`src/rtl/compare_sequencer.sv`:
```
// Bit-serial MSB-first compare sequencer: walks a and b through an external
// bit-compare cell with a SETUP/EVAL handshake, then holds the result until acknowledged.
module compare_sequencer #(
  parameter int unsigned WIDTH   = 8,
  parameter int unsigned TIMEOUT = 4
) (
  input  logic             clk,
  input  logic             rst,
  input  logic             start,
  input  logic [WIDTH-1:0] a,
  input  logic [WIDTH-1:0] b,
  output logic             reqParent,
  output logic             req,
  output logic             xBit,
  output logic             yBit,
  input  logic             finEqual,
  input  logic             finSmaller,
  input  logic             finBigger,
  output logic             busy,
  output logic             done,
  output logic             resBigger,
  output logic             resEqual,
  output logic             resSmaller,
  output logic             err,
  input  logic             ackIn
);

  localparam int unsigned IW = (WIDTH > 1) ? $clog2(WIDTH) : 1;
  localparam int unsigned CW = 8;

  typedef enum logic [1:0] {S_IDLE, S_SETUP, S_EVAL, S_DONE} state_t;

  state_t         state, nxt_state;
  logic [WIDTH-1:0] cap_a, cap_b, nxt_a, nxt_b;
  logic [IW-1:0]  idx, nxt_idx;
  logic [CW-1:0]  cnt, nxt_cnt;
  logic           nxt_big, nxt_eq, nxt_sm, nxt_err;
  logic           nxt_busy, nxt_req, nxt_xbit, nxt_ybit;
  logic [1:0]     fin_cnt;

  // State, captured operands and every output are registered together.
  always_ff @(posedge clk or posedge rst) begin
    if (rst) begin
      state      <= S_IDLE;
      cap_a      <= '0;
      cap_b      <= '0;
      idx        <= '0;
      cnt        <= '0;
      reqParent  <= 1'b0;
      req        <= 1'b0;
      xBit       <= 1'b0;
      yBit       <= 1'b0;
      busy       <= 1'b0;
      done       <= 1'b0;
      resBigger  <= 1'b0;
      resEqual   <= 1'b0;
      resSmaller <= 1'b0;
      err        <= 1'b0;
    end else begin
      state      <= nxt_state;
      cap_a      <= nxt_a;
      cap_b      <= nxt_b;
      idx        <= nxt_idx;
      cnt        <= nxt_cnt;
      reqParent  <= nxt_busy;
      req        <= nxt_req;
      xBit       <= nxt_xbit;
      yBit       <= nxt_ybit;
      busy       <= nxt_busy;
      done       <= (nxt_state == S_DONE);
      resBigger  <= nxt_big;
      resEqual   <= nxt_eq;
      resSmaller <= nxt_sm;
      err        <= nxt_err;
    end
  end

  // Next-state logic; outputs are derived from the next state so they align with it.
  always_comb begin
    nxt_state = state;
    nxt_a     = cap_a;
    nxt_b     = cap_b;
    nxt_idx   = idx;
    nxt_cnt   = cnt;
    nxt_big   = resBigger;
    nxt_eq    = resEqual;
    nxt_sm    = resSmaller;
    nxt_err   = err;
    fin_cnt   = 2'(finEqual) + 2'(finSmaller) + 2'(finBigger);

    case (state)
      S_IDLE: begin
        if (start) begin
          nxt_a     = a;
          nxt_b     = b;
          nxt_idx   = IW'(WIDTH - 1);
          nxt_state = S_SETUP;
        end
      end
      S_SETUP: begin
        nxt_cnt   = '0;
        nxt_state = S_EVAL;
      end
      S_EVAL: begin
        if (fin_cnt > 2'd1) begin
          nxt_err   = 1'b1;
          nxt_state = S_DONE;
        end else if (finBigger) begin
          nxt_big   = 1'b1;
          nxt_state = S_DONE;
        end else if (finSmaller) begin
          nxt_sm    = 1'b1;
          nxt_state = S_DONE;
        end else if (finEqual) begin
          if (idx != '0) begin
            nxt_idx   = idx - IW'(1);
            nxt_state = S_SETUP;
          end else begin
            nxt_eq    = 1'b1;
            nxt_state = S_DONE;
          end
        end else if (cnt >= CW'(TIMEOUT - 1)) begin
          // Silent cell: give up after TIMEOUT consecutive empty evaluations.
          nxt_err   = 1'b1;
          nxt_state = S_DONE;
        end else begin
          nxt_cnt = cnt + CW'(1);
        end
      end
      S_DONE: begin
        if (ackIn) begin
          nxt_big   = 1'b0;
          nxt_eq    = 1'b0;
          nxt_sm    = 1'b0;
          nxt_err   = 1'b0;
          nxt_state = S_IDLE;
        end
      end
      default: nxt_state = S_IDLE;
    endcase

    nxt_busy = (nxt_state == S_SETUP) || (nxt_state == S_EVAL);
    nxt_req  = (nxt_state == S_EVAL);
    nxt_xbit = 1'b0;
    nxt_ybit = 1'b0;
    if (nxt_busy) begin
      nxt_xbit = nxt_a[nxt_idx];
      nxt_ybit = nxt_b[nxt_idx];
    end
  end

endmodule

```
`config.mk`:
```
export PLATFORM = sky130hd
export DESIGN_NAME = compare_sequencer
export DESIGN_NICKNAME = d
export VERILOG_FILES = /design/src/rtl/compare_sequencer.sv
export SDC_FILE = /design/constraint.sdc
export NUM_CORES = 1
export LEC_CHECK = 0
export BUFFER_PORTS_ARGS = -buffer_cell sky130_fd_sc_hd__buf_2
export CELL_PAD_IN_SITES_DETAIL_PLACEMENT = 1
export CELL_PAD_IN_SITES_GLOBAL_PLACEMENT = 1
export CORE_MARGIN = 1
export CORE_UTILIZATION = 47
export DETAILED_ROUTE_END_ITERATION = 16
export GPL_TIMING_DRIVEN = 1
export PLACE_DENSITY = 0.8
export SLEW_MARGIN = 20
export SYNTH_ARGS = -nofsm -noshare
export SYNTH_HDL_FRONTEND = slang
export SYNTH_SLANG_ARGS = --single-unit
```
`constraint.sdc`:
```
create_clock -name clk -period 3.6 [get_ports clk]
set_input_delay 0.72 -clock clk [delete_from_list [all_inputs] [get_ports clk]]
set_output_delay 0.72 -clock clk [all_outputs]
set_load 0.005 [all_outputs]
```
**Word level (Yosys, flattened, before mapping)**

Cells that the tools add are included.

- Bits in registers: 38
- Latch bits: 0
- Memory bits (writable): 0
- ROM bits: 0
- Bits of input ports: 23
- Output and inout bits: 10
- Word-level logic and storage cells: 103
- Memories kept: 0

- Add/sub/neg operators: 4
- $mul: 0
- Divide/modulo/power cells: 0
- $lt $le $gt $ge: 3
- Equality and inequality tests: 20
- Shift operators: 0
- Muxes and demuxes: 52
- Bitwise logic cells: 0
- Reduce and logical (&&, ||, !) cells: 10

Operators by type and width:

| kind | number |
|---|---|
| 2-to-1 mux 8 bit | 9 |
| 2-to-1 mux 1 bit | 20 |
| != test 2 bit, second input constant | 10 |
| 2-to-1 mux 3 bit | 6 |
| 2-to-1 mux 2 bit | 8 |
| case mux 8 bit (2 select lines) | 1 |
| != test 3 bit, second input constant | 4 |
| AND reduction 6 bit | 2 |
| adder 8 x 1 -> 8 bit, second input constant | 1 |
| equality test 2 bit, second input constant | 4 |
| greater-or-equal comparator 8 x 2 -> 1 bit, second input constant | 1 |
| case mux 1 bit (2 select lines) | 4 |
| case mux 2 bit (4 select lines) | 1 |
| AND reduction 7 bit | 1 |
| binary-select mux 1 bit (select 3 bit) | 2 |
| case mux 3 bit (2 select lines) | 1 |
| AND reduction 5 bit | 1 |
| equality test 2 x 1 -> 1 bit, second input constant | 2 |
| < comparator 3 x 4 -> 1 bit, second input constant | 1 |
| AND reduction 4 bit | 1 |
| nonzero test 2 bit | 2 |
| nonzero test 3 bit | 1 |
| subtractor 3 x 1 -> 3 bit, second input constant | 1 |
| adder 1 x 1 -> 2 bit | 1 |
| 4 further kinds | 4 |

**Longest topological paths before layout**

Gate-level depths: netlist of run 1.

- Depth after elaboration: 10
- Depth in mapped cells: 9
- Depth with buffers taken out: 9

**Worst setup path after synthesis of run 1**

No wires, ideal clock.

- Path kind: in2reg
- Start: input port finEqual
- End: register xBit
- Arrival: 2380 ps
- Setup slack: 1154 ps
- Stages on the path: 7
- Buffers on the path: 0
- Path through: ha_1 -> nor4_1 -> nand3_1 -> a31oi_1 -> ha_1 -> nor3_1 -> a22o_1

- Cells in the longest elaborated chain, start to end: 8
- Elaborated cells on any way between the ends: 19
- Those cells by class: add/sub (2); order compare (1); eq/ne (2); mux (13); reduce/logical (1)

Ends and longest elaborated chain:

| element | line | text |
|---|---|---|
| start, declared | 16 | `input logic finEqual,` |
| adder 1 x 1 -> 2 bit, or another cell as far along | 89 | `fin_cnt = 2'(finEqual) + 2'(finSmaller) + 2'(finBigger);` |
| adder 2 x 1 -> 2 bit, or another cell as far along | 89 |  |
| greater-than comparator 2 x 1 -> 1 bit, or another cell as far along | 105 | `if (fin_cnt > 2'd1) begin` |
| 2-to-1 mux 3 bit or 2-to-1 mux 2 bit (tied branches) | 105 |  |
| case mux 3 bit (2 select lines) or case mux 2 bit (4 select lines) (tied branches) | 91 | `case (state)` |
| binary-select mux 1 bit (select 3 bit), or another cell as far along | 147 | `nxt_xbit = nxt_a[nxt_idx];` |
| 2-to-1 mux 1 bit (implied by the code) or logical OR 1 bit (tied branches) | 147, 142 |  |
| 2-to-1 mux 1 bit * | 146 | `if (nxt_busy) begin` |
| net nxt_xbit | 38 | `logic nxt_busy, nxt_req, nxt_xbit, nxt_ybit;` |
| end signal, assigned | 67 | `xBit <= nxt_xbit;` |
| end, declared | 14 | `output logic xBit,` |

Mark *: on every way through the listed nets, which the timed path passes. The rest lies on a longest branch. The select of a mux whose other input is x is not followed.
A chain may end at the register's enable or synchronous reset.

**Worst setup path after layout of run 1**

- Start: register cnt[0]
- End: register xBit

- Cells in the longest elaborated chain, start to end: 10
- Elaborated cells on any way between the ends: 11
- Those cells by class: order compare (1); eq/ne (2); mux (7); reduce/logical (1)

Ends and longest elaborated chain:

| element | line | text |
|---|---|---|
| start, declared | 36 | `logic [CW-1:0] cnt, nxt_cnt;` |
| start signal, assigned | 64 | `cnt <= nxt_cnt;` |
| greater-or-equal comparator 8 x 2 -> 1 bit * | 122 | `end else if (cnt >= CW'(TIMEOUT - 1)) begin` |
| 2-to-1 mux 2 bit * | 122 |  |
| 2-to-1 mux 2 bit * | 114 | `end else if (finEqual) begin` |
| 2-to-1 mux 2 bit * | 111 | `end else if (finSmaller) begin` |
| 2-to-1 mux 2 bit * | 108 | `end else if (finBigger) begin` |
| 2-to-1 mux 2 bit * | 105 |  |
| case mux 2 bit (4 select lines) * | 91 |  |
| equality test 2 x 1 -> 1 bit or equality test 2 bit (tied branches) | 142 | `nxt_busy = (nxt_state == S_SETUP) \|\| (nxt_state == S_EVAL);` |
| logical OR 1 bit * | 142 |  |
| 2-to-1 mux 1 bit * | 146 |  |
| net nxt_xbit | 38 |  |

Mark *: on every way through the listed nets, which the timed path passes. The rest lies on a longest branch.

==> impl_metrics.toml, run 1 <==
[finish]
syn_to_final_growth_pct = 14.2
stdcell_area_mm2 = 0.00208
finish.utilization = 0.564
final_cell_mix = "dfrtp_1, buf_2, mux2_2"
drive_above_1_share = 0.342
nNetsFinal = 213
layout_commonest_cell = "dfrtp_1"
antenna_cells = 0

[setup_path]
crit_end = "xBit"
crit_slowest_cell = "or4_1"
max_stage_delay_ns = 0.46
cp_num_cells = 8
cp_num_buf_inv = 0
critical_path_class = "register to register"
path_cells = "ha_1, or4_1, nor4_4, nand3_1, a31oi_1, ha_1, nor3_1, a22o_1"
arrival_ns = 2.96
cp-end-kind = "register"
r2r-end = "xBit"
r2r_start = "cnt[0]"
crit_family = "simple AND/OR/NAND/NOR gates"
critPathMaxFanout = 5
worstRegToRegCells = 8
required_ns = 3.82
crit_path_frequent_cell = "ha_1"
critPathLaunchType = "register"
regToRegSetupSlack_ns = 0.86
startpoint = "cnt[0]"

[sta]
grt_setup_unrepaired = "false"
final_hold_viol_count = 0
worst_pin_slew_ns = 0.798
period_share = 0.761
layout_min_cycle_time_ns = 2.74
tns_ns = 0
finalClockSkew_ns = 0.00805
max_freq_ghz = 0.365
max_slew_margin = 0.466
slew_viol_final = 0
finalSetupViolations = 0
layout_setup_ws_ns = 0.861

[floorplanning]
rows = 22
initial_core_util = 0.494
die_area_mm2 = 0.00413
die_h_um = 64.3
io_pins = 33
coreArea_mm2 = 0.00369
die_x_um = 64.3

[worst_hold_path]
holdPathStages = 1
hold_class = "register to register"

[drt]
totalWireLength_um = 3740
drc = 0
drt-initial-drc-count = 59
final_antenna_net_count = 0
drt-vias-per-instance = 5.39
first_pass_iters = 4
via_count = 1250
wl_per_cell_um = 16.1

[grt]
grt_pass1_wl_um = 6470
grt_pass1_vias = 1368
overflow = 0
grt_max_degree = 39
grt_util_all_layers = 0.210
antenna_found_initial = 0

[logic_synthesis]
synthDominantCellAreaShare = 0.522
ys_types = 33
avgSynthCellArea_um2 = 12.2
yosysTopAreaCell = "dfrtp_1"
mappedNetlistNets = 178
syn_area_mm2 = 0.00182
synthCells = 149
ys_seq_area_frac = 0.522
ys_seq_elements = 38
yosys-top-cells-area = "dfrtp_1, mux2_2, mux2i_1"
ys_warn_count = 0

[power_and_ir_drop]
finalPower_mw = 1.56
vdd_drop_max_v = 0.000392
leakage_nw = 1.04
power_density_mw_per_mm2 = 748

[clock_tree]
cts-htree-levels = 2
cts_buffers = 5
cts.sink_count = 38
post_cts_buffers = 0
cts_buffer_depth = 2
cts_tree = "done"
insertion_delay_ns = 0.29
clk_pin_slew_ns = 0.07
cts_hold_buf = 0
clockRootBuffer = "clkbuf_8"
cts_resized = 0

[placement]
post-place-ws_ns = 0.667
place_congestion = 0.834
placed_area_mm2 = 0.00201
io_buffers = 32
hpwl_um = 2730

[outcome]
status = "finished clean"

[run]
drv_cap = 0
## kinds of logic after synthesis
kind of cell	Yosys count	share of synthesized area
adders and majority gates	6	0.0412
DFF	38	0.522
muxes	29	0.170
and+or+nand+nor	33	0.121
AOI/OAI and AO/OA	26	0.0927
buffers and inverters	17	0.0535
## metrics by stage
| step | std cells | hold slack, ns |
|---|---|---|
| 2_1_floorplan | 149 | 0.446 |
| 3_3_place_gp | 225 | 0.462 |
| 3_5_place_dp | 225 | 0.472 |
| 4_1_cts | 232 | 0.489 |
| 5_1_grt | 232 | 0.515 |
| 6_report | 232 | 0.487 |
## report_power, final
group / internal (mW) / switching, mW / leakage, nW
combinational: 0.299 / 0.302 / 0.531
clock: 0.133 / 0.140 / 0.0383
sequential: 0.587 / 0.0952 / 0.468
total: 1.02 / 0.537 / 1.04
## cells in the mapped netlist
master / number
a211oi_1: 1
buf_4: 3
o21ai_1: 3
inv_2: 1
and2_1: 6
and4_1: 1
o41ai_1: 1
inv_1: 9
nor3b_2: 1
nand2b_2: 1
nor3_1: 2
a31o_1: 1
and3_2: 1
nand2_1: 5
ha_1: 6
buf_6: 3
nand3_1: 3
clkbuf_1: 1
nor4_4: 1
and2b_1: 1
mux2_2: 16
a22o_1: 2
a311oi_1: 2
and2_4: 1
dfrtp_1: 38
a31oi_1: 8
a2bb2oi_1: 1
nor2_1: 7
mux2i_1: 13
or4_1: 1
nor4_1: 1
a21oi_1: 7
nor4b_4: 1
## metal layers
layer  up-vias  track usage  part of all wire
met5         -            0                 0
met4         0       0.0722             0.015
met3         6       0.0482             0.036
met2        24        0.372              0.54
met1       621        0.248              0.41
li1        599            -                 -
## state kept, by name (all words and copies together) (netlist names)
| register | cells |
|---|---|
| cnt | 8 |
| err | 1 |
| xBit | 1 |
| resBigger | 1 |
| done | 1 |
| req | 1 |
| resSmaller | 1 |
| yBit | 1 |
| state | 2 |
| busy | 1 |
| cap_a | 8 |
| cap_b | 8 |
| resEqual | 1 |
| idx | 3 |
## worst min-delay path by stage
stage,end,slack (ns),startpoint
4_1_cts,cnt[7],0.49,cnt[7]
2_1_floorplan,cnt[7],0.45,cnt[7]
3_3_place_gp,cnt[7],0.46,cnt[7]
6_report,cnt[7],0.49,cnt[7]
3_5_place_dp,cnt[7],0.47,cnt[7]
5_1_grt,cap_b[6],0.51,cap_b[6]
## cell type report
cell class | count | area, um2
tap | 48 | 60.1
sequential | 38 | 951
inverter | 10 | 37.5
timing repair buffer | 35 | 183
fill | 428 | 1610
clock buffer | 7 | 76.3
multi-input combinational | 94 | 774
Power figures use the tool's default switching activity.
==> run 2, diff against run 1 <==
--- a/config.mk
+++ b/config.mk
@@ -9,10 +9,10 @@
 export CELL_PAD_IN_SITES_DETAIL_PLACEMENT = 1
 export CELL_PAD_IN_SITES_GLOBAL_PLACEMENT = 1
 export CORE_MARGIN = 1
-export CORE_UTILIZATION = 47
+export CORE_UTILIZATION = 39
 export DETAILED_ROUTE_END_ITERATION = 16
 export GPL_TIMING_DRIVEN = 1
-export PLACE_DENSITY = 0.8
+export PLACE_DENSITY = 0.71
 export SLEW_MARGIN = 20
 export SYNTH_ARGS = -nofsm -noshare
 export SYNTH_HDL_FRONTEND = slang
==> constraint.sdc (replaced) <==
create_clock -name clk -period 2.36 [get_ports clk]
set_input_delay 0.472 -clock clk [delete_from_list [all_inputs] [get_ports clk]]
set_output_delay 0.472 -clock clk [all_outputs]
set_load 0.005 [all_outputs]
==> run 2 against run 1 <==
  * Final area increased by 11%
  * Largest cell class unchanged
  * Cell count increased by 7.3%
  * Worst hold slack got worse by 0.21 ns
  * Critical path type unchanged
  * Die area increased by 20%
==> impl_metrics.toml, run 2 (synthesis gave the netlist of run 1 again) <==
[outcome]
status = "finished clean"

[clock_tree]
cts-htree-levels = 2
cts_buffers = 5
cts_hold_buf = 0
clk_pin_slew_ns = 0.08
cts_tree = "done"
clockRootBuffer = "clkbuf_8"
cts.sink_count = 38
insertion_delay_ns = 0.29
cts_buffer_depth = 2

[sta]
grt_setup_unrepaired = "true"
worst_pin_slew_ns = 0.520
max_freq_ghz = 0.425
finalClockSkew_ns = 0.00846
max_slew_margin = 0.650
finalSetupViolations = 0
holdWs_ns = 0.279
period_share = 0.998
tns_ns = 0
final_hold_viol_count = 0
layout_min_cycle_time_ns = 2.36
slew_viol_final = 0

[placement]
hpwl_um = 2970
place_congestion = 0.840
placed_area_mm2 = 0.00209
io_buffers = 32

[finish]
finish.utilization = 0.522
n_fill_cell = 471
multi_input_area_um2 = 825
syn_to_final_growth_pct = 26.5
top_regs = "cap_a (8), cap_b (8), cnt (8)"
layout_commonest_cell = "dfrtp_1"
regArea_um2 = 951
nNetsFinal = 225
final_cell_mix = "dfrtp_1, buf_2, mux2_2"
drive_above_1_share = 0.426
stdcell_area_mm2 = 0.00231
antenna_cells = 0

[setup_path]
crit_family = "simple AND/OR/NAND/NOR gates"
startpoint = "cnt[0]"
r2r_start = "cnt[0]"
required_ns = 2.60
path_cells = "ha_2, or4_4, nor4_4, nand3_2, a31oi_4, ha_4, nor3_4, a22o_1"
crit_slowest_cell = "or4_4"
cp_num_buf_inv = 0
max_stage_delay_ns = 0.43
critPathMaxFanout = 3
critPathLaunchType = "register"
critical_path_class = "register to register"
cp-end-kind = "register"
arrival_ns = 2.59

[drt]
drt-met1-wl_um = 1760
highest_layer = "met4"
wl_per_cell_um = 16.3
drt-vias-per-instance = 5.20
first_pass_iters = 2
drc = 0
drt-initial-drc-count = 19
totalWireLength_um = 4070
wl_met2_um = 2140
via_count = 1296
final_antenna_net_count = 0
wl_met3_um = 108

[floorplanning]
initial_core_util = 0.413
die_x_um = 70.4
io_pins = 33
coreArea_mm2 = 0.00441
die_h_um = 70.4
die_area_mm2 = 0.00495
rows = 24

[run]
drv_cap = 0

[grt]
grt_pass1_vias = 1400
grt_max_degree = 39
grt_util_all_layers = 0.183
grt_pass1_wl_um = 6860
overflow = 0
antenna_found_initial = 0

[power_and_ir_drop]
vdd_drop_max_v = 0.000604
power_density_mw_per_mm2 = 1230
finalPower_mw = 2.83
leakage_nw = 1.13

[worst_hold_path]
hold_class = "input pin to asynchronous set/reset pin"
-- run 2: area by class of cell --
class                   count  share of cell area
flip-flops and latches     38               0.412
multi-input cells          94               0.358
repair buffers             47               0.124
clock buffers               6              0.0358
well taps                  52              0.0282
clock inverters             2              0.0260
inverters                  10              0.0163
-- run 2: routing by layer --
layer	track usage	vias to the layer above
met4	0.0667	0
li1	-	623
met5	0	-
met3	0.0433	8
met1	0.224	649
met2	0.313	16
-- run 2: final timing paths --
check,end,cells after the start,slack (ns)
setup / recovery,xBit,8,0.005
hold / removal,cap_a[0],3,0.28
setup reg to reg,xBit,8,0.005
hold reg to reg,cap_a[5],1,0.50
max in group asynchronous,idx[0],3,1.73
min in group clk,cap_b[3],2,0.42
-- run 2: tightest hold or removal path: stages --
cell and delay (ns):
buf_2 0.09, inv_1 0.04, buf_4 0.41
-- run 2: what timing repair did --
action / CTS / global route
resized for setup: 4 / 3
setup buffers: 0 / 4
cloned: 0 / 0
endpoints found under the setup margin: 2 / 2
pin swaps: 0 / 7
-- run 2: report_power, final --
group	switching (mW)	internal (mW)
Sequential	0.118	0.895
Clock	0.236	0.451
Combinational	0.550	0.579
Total	0.905	1.93
-- run 2: through the flow --
step                std cells  setup slack, ns
detailed placement        237          -0.0944
global route              249          -0.0723
CTS                       245           0.0302
global placement          237           0.0222
finish                    249          0.00457
floorplan                 149           0.0283
==> run 3, diff against run 2 <==
--- a/config.mk
+++ b/config.mk
@@ -9,10 +9,11 @@
 export CELL_PAD_IN_SITES_DETAIL_PLACEMENT = 1
 export CELL_PAD_IN_SITES_GLOBAL_PLACEMENT = 1
 export CORE_MARGIN = 1
-export CORE_UTILIZATION = 39
+export CORE_UTILIZATION = 41
+export CTS_BUF_LIST = sky130_fd_sc_hd__clkbuf_8
 export DETAILED_ROUTE_END_ITERATION = 16
 export GPL_TIMING_DRIVEN = 1
-export PLACE_DENSITY = 0.71
+export PLACE_DENSITY = 0.74
 export SLEW_MARGIN = 20
 export SYNTH_ARGS = -nofsm -noshare
 export SYNTH_HDL_FRONTEND = slang
==> run 3 against run 2 <==
  * Worst setup slack better by 0.070 ns
  * Clock-buffer cell count unchanged
  * First-iteration DRC count rose by 130%
  * Power is 7.0% lower
  * Register-to-register slack improved by 0.07 ns
  * Sequential cell count stayed put
  * Combinational power hardly changed
  * Wire length down 3.0%
  * Sequential power about the same
  * Final area shrank 2.4%
  * Critical path depth is the same
  * Non-clock buffer count increased by 1
  * Largest cell class unchanged
==> impl_metrics.toml, run 3 (synthesis gave the netlist of run 1 again) <==
[finish]
final_cell_mix = "dfrtp_1, buf_2, mux2_2, buf_4, mux2i_1"
stdcell_area_mm2 = 0.00225
layout_commonest_cell = "dfrtp_1"
multi_input_area_um2 = 825
nNetsFinal = 226
top_regs = "cap_a (8), cap_b (8), cnt (8)"
n_fill_cell = 473
fin_cells = 248
syn_to_final_growth_pct = 23.5
drive_above_1_share = 0.429
antenna_cells = 0
regArea_um2 = 951

[sta]
period_share = 0.968
max_freq_ghz = 0.438
max_slew_margin = 0.688
tns_ns = 0
final_hold_viol_count = 0
holdWs_ns = 0.281
layout_min_cycle_time_ns = 2.29
grt_setup_unrepaired = "true"
worst_pin_slew_ns = 0.465
slew_viol_final = 0
finalSetupViolations = 0
finalClockSkew_ns = 0.00589

[clock_tree]
clk_pin_slew_ns = 0.08
cts_buffers = 5
cts-htree-levels = 2
cts_buffer_depth = 2
insertion_delay_ns = 0.29
clockRootBuffer = "clkbuf_8"
cts.sink_count = 38
cts_tree = "done"

[floorplanning]
io_pins = 33
die_h_um = 68.7
coreArea_mm2 = 0.00414
initial_core_util = 0.440
rows = 23
die_x_um = 68.7
die_area_mm2 = 0.00472

[grt]
overflow = 0
grt_pass1_vias = 1323
grt_util_all_layers = 0.184
grt_max_degree = 39
antenna_found_initial = 0
grt_pass1_wl_um = 6240

[power_and_ir_drop]
vdd_drop_max_v = 0.000707
swShare = 0.347
finalPower_mw = 2.63
power.internal_mw = 1.72
pwr-share-clk = 0.178
power_density_mw_per_mm2 = 1170
p_comb_frac = 0.435
p_seq_frac = 0.387
switchingPower_mw = 0.914
leakage_nw = 1.11

[drt]
first_pass_iters = 3
drt-initial-drc-count = 44
final_antenna_net_count = 0
via_count = 1277
drc = 0
drt-vias-per-instance = 5.15
totalWireLength_um = 3950
wl_per_cell_um = 15.9

[placement]
hpwl_um = 2930
io_buffers = 32
place_congestion = 0.764
dp.cells = 238
placed_area_mm2 = 0.00210

[run]
drv_cap = 0

[setup_path]
r2r-end = "xBit"
required_ns = 2.59
worstRegToRegCells = 8
cp-end-kind = "register"
critical_path_class = "register to register"
r2r_start = "cnt[0]"
critPathMaxFanout = 3
startpoint = "cnt[0]"
arrival_ns = 2.51
regToRegSetupSlack_ns = 0.07
crit_end = "xBit"
critPathLaunchType = "register"

[outcome]
status = "finished clean"

[worst_hold_path]
hold_class = "input pin to asynchronous set/reset pin"
run 3: timing repair:
item,in CTS,in global routing
endpoints found under the setup margin,2,2
gates resized for setup,1,6
hold buffers,0,0
pin swaps,1,6
gates cloned,0,0
buffers inserted,0,2
endpoints found under the hold margin,0,0
run 3: worst min-delay path by stage:
| stage | slack [ns] | end |
|---|---|---|
| detailed placement | 0.49 | cnt[7] |
| global route | 0.32 | cnt[2] |
| floorplan | 0.45 | cnt[7] |
| CTS | 0.29 | cnt[1] |
| global placement | 0.48 | cnt[7] |
| finish | 0.28 | cnt[1] |
run 3: critical path, stage by stage, from the launching register on:
cell and delay [ns]:
dfrtp_1 0.39, ha_2 0.18, or4_4 0.43, nor4_4 0.26
nand3_2 0.15, a31oi_4 0.24, ha_4 0.24, nor3_4 0.17
a22o_1 0.16
run 3: layout make-up:
cell class                 count  area share
sequential                    38       0.422
tap                           50      0.0278
clock buffer                   6      0.0367
timing repair buffer          48       0.125
inverter                      10      0.0167
clock inverter                 2     0.00556
multi-input combinational     94       0.366
run 3: power groups by stage:
| stage | registers, mW | logic, mW | clock network [mW] |
|---|---|---|---|
| after floorplan | 0.986 | 0.764 | 0 |
| after global placement | 1.01 | 0.998 | 0 |
| after detailed placement | 1.03 | 1.04 | 0 |
| after CTS | 1.02 | 1.06 | 0.482 |
| after global routing | 1.05 | 1.27 | 0.503 |
| final | 1.02 | 1.15 | 0.468 |
run 3: stage by stage:
stage                util  setup WS, ns
CTS                 0.530        0.0187
floorplan               -        0.0283
global route        0.543       -0.0250
detailed placement  0.506        -0.118
global placement    0.506       -0.0426
finish              0.543        0.0744
run 3: routing by layer:
layer,vias to the layer above,track usage,share of wire,routed length (um)
met5,-,0,0,0
met4,0,0.0547,0.0071,28
met3,5,0.0493,0.030,119
met2,17,0.319,0.51,2000
met1,626,0.223,0.46,1800
li1,629,-,-,-
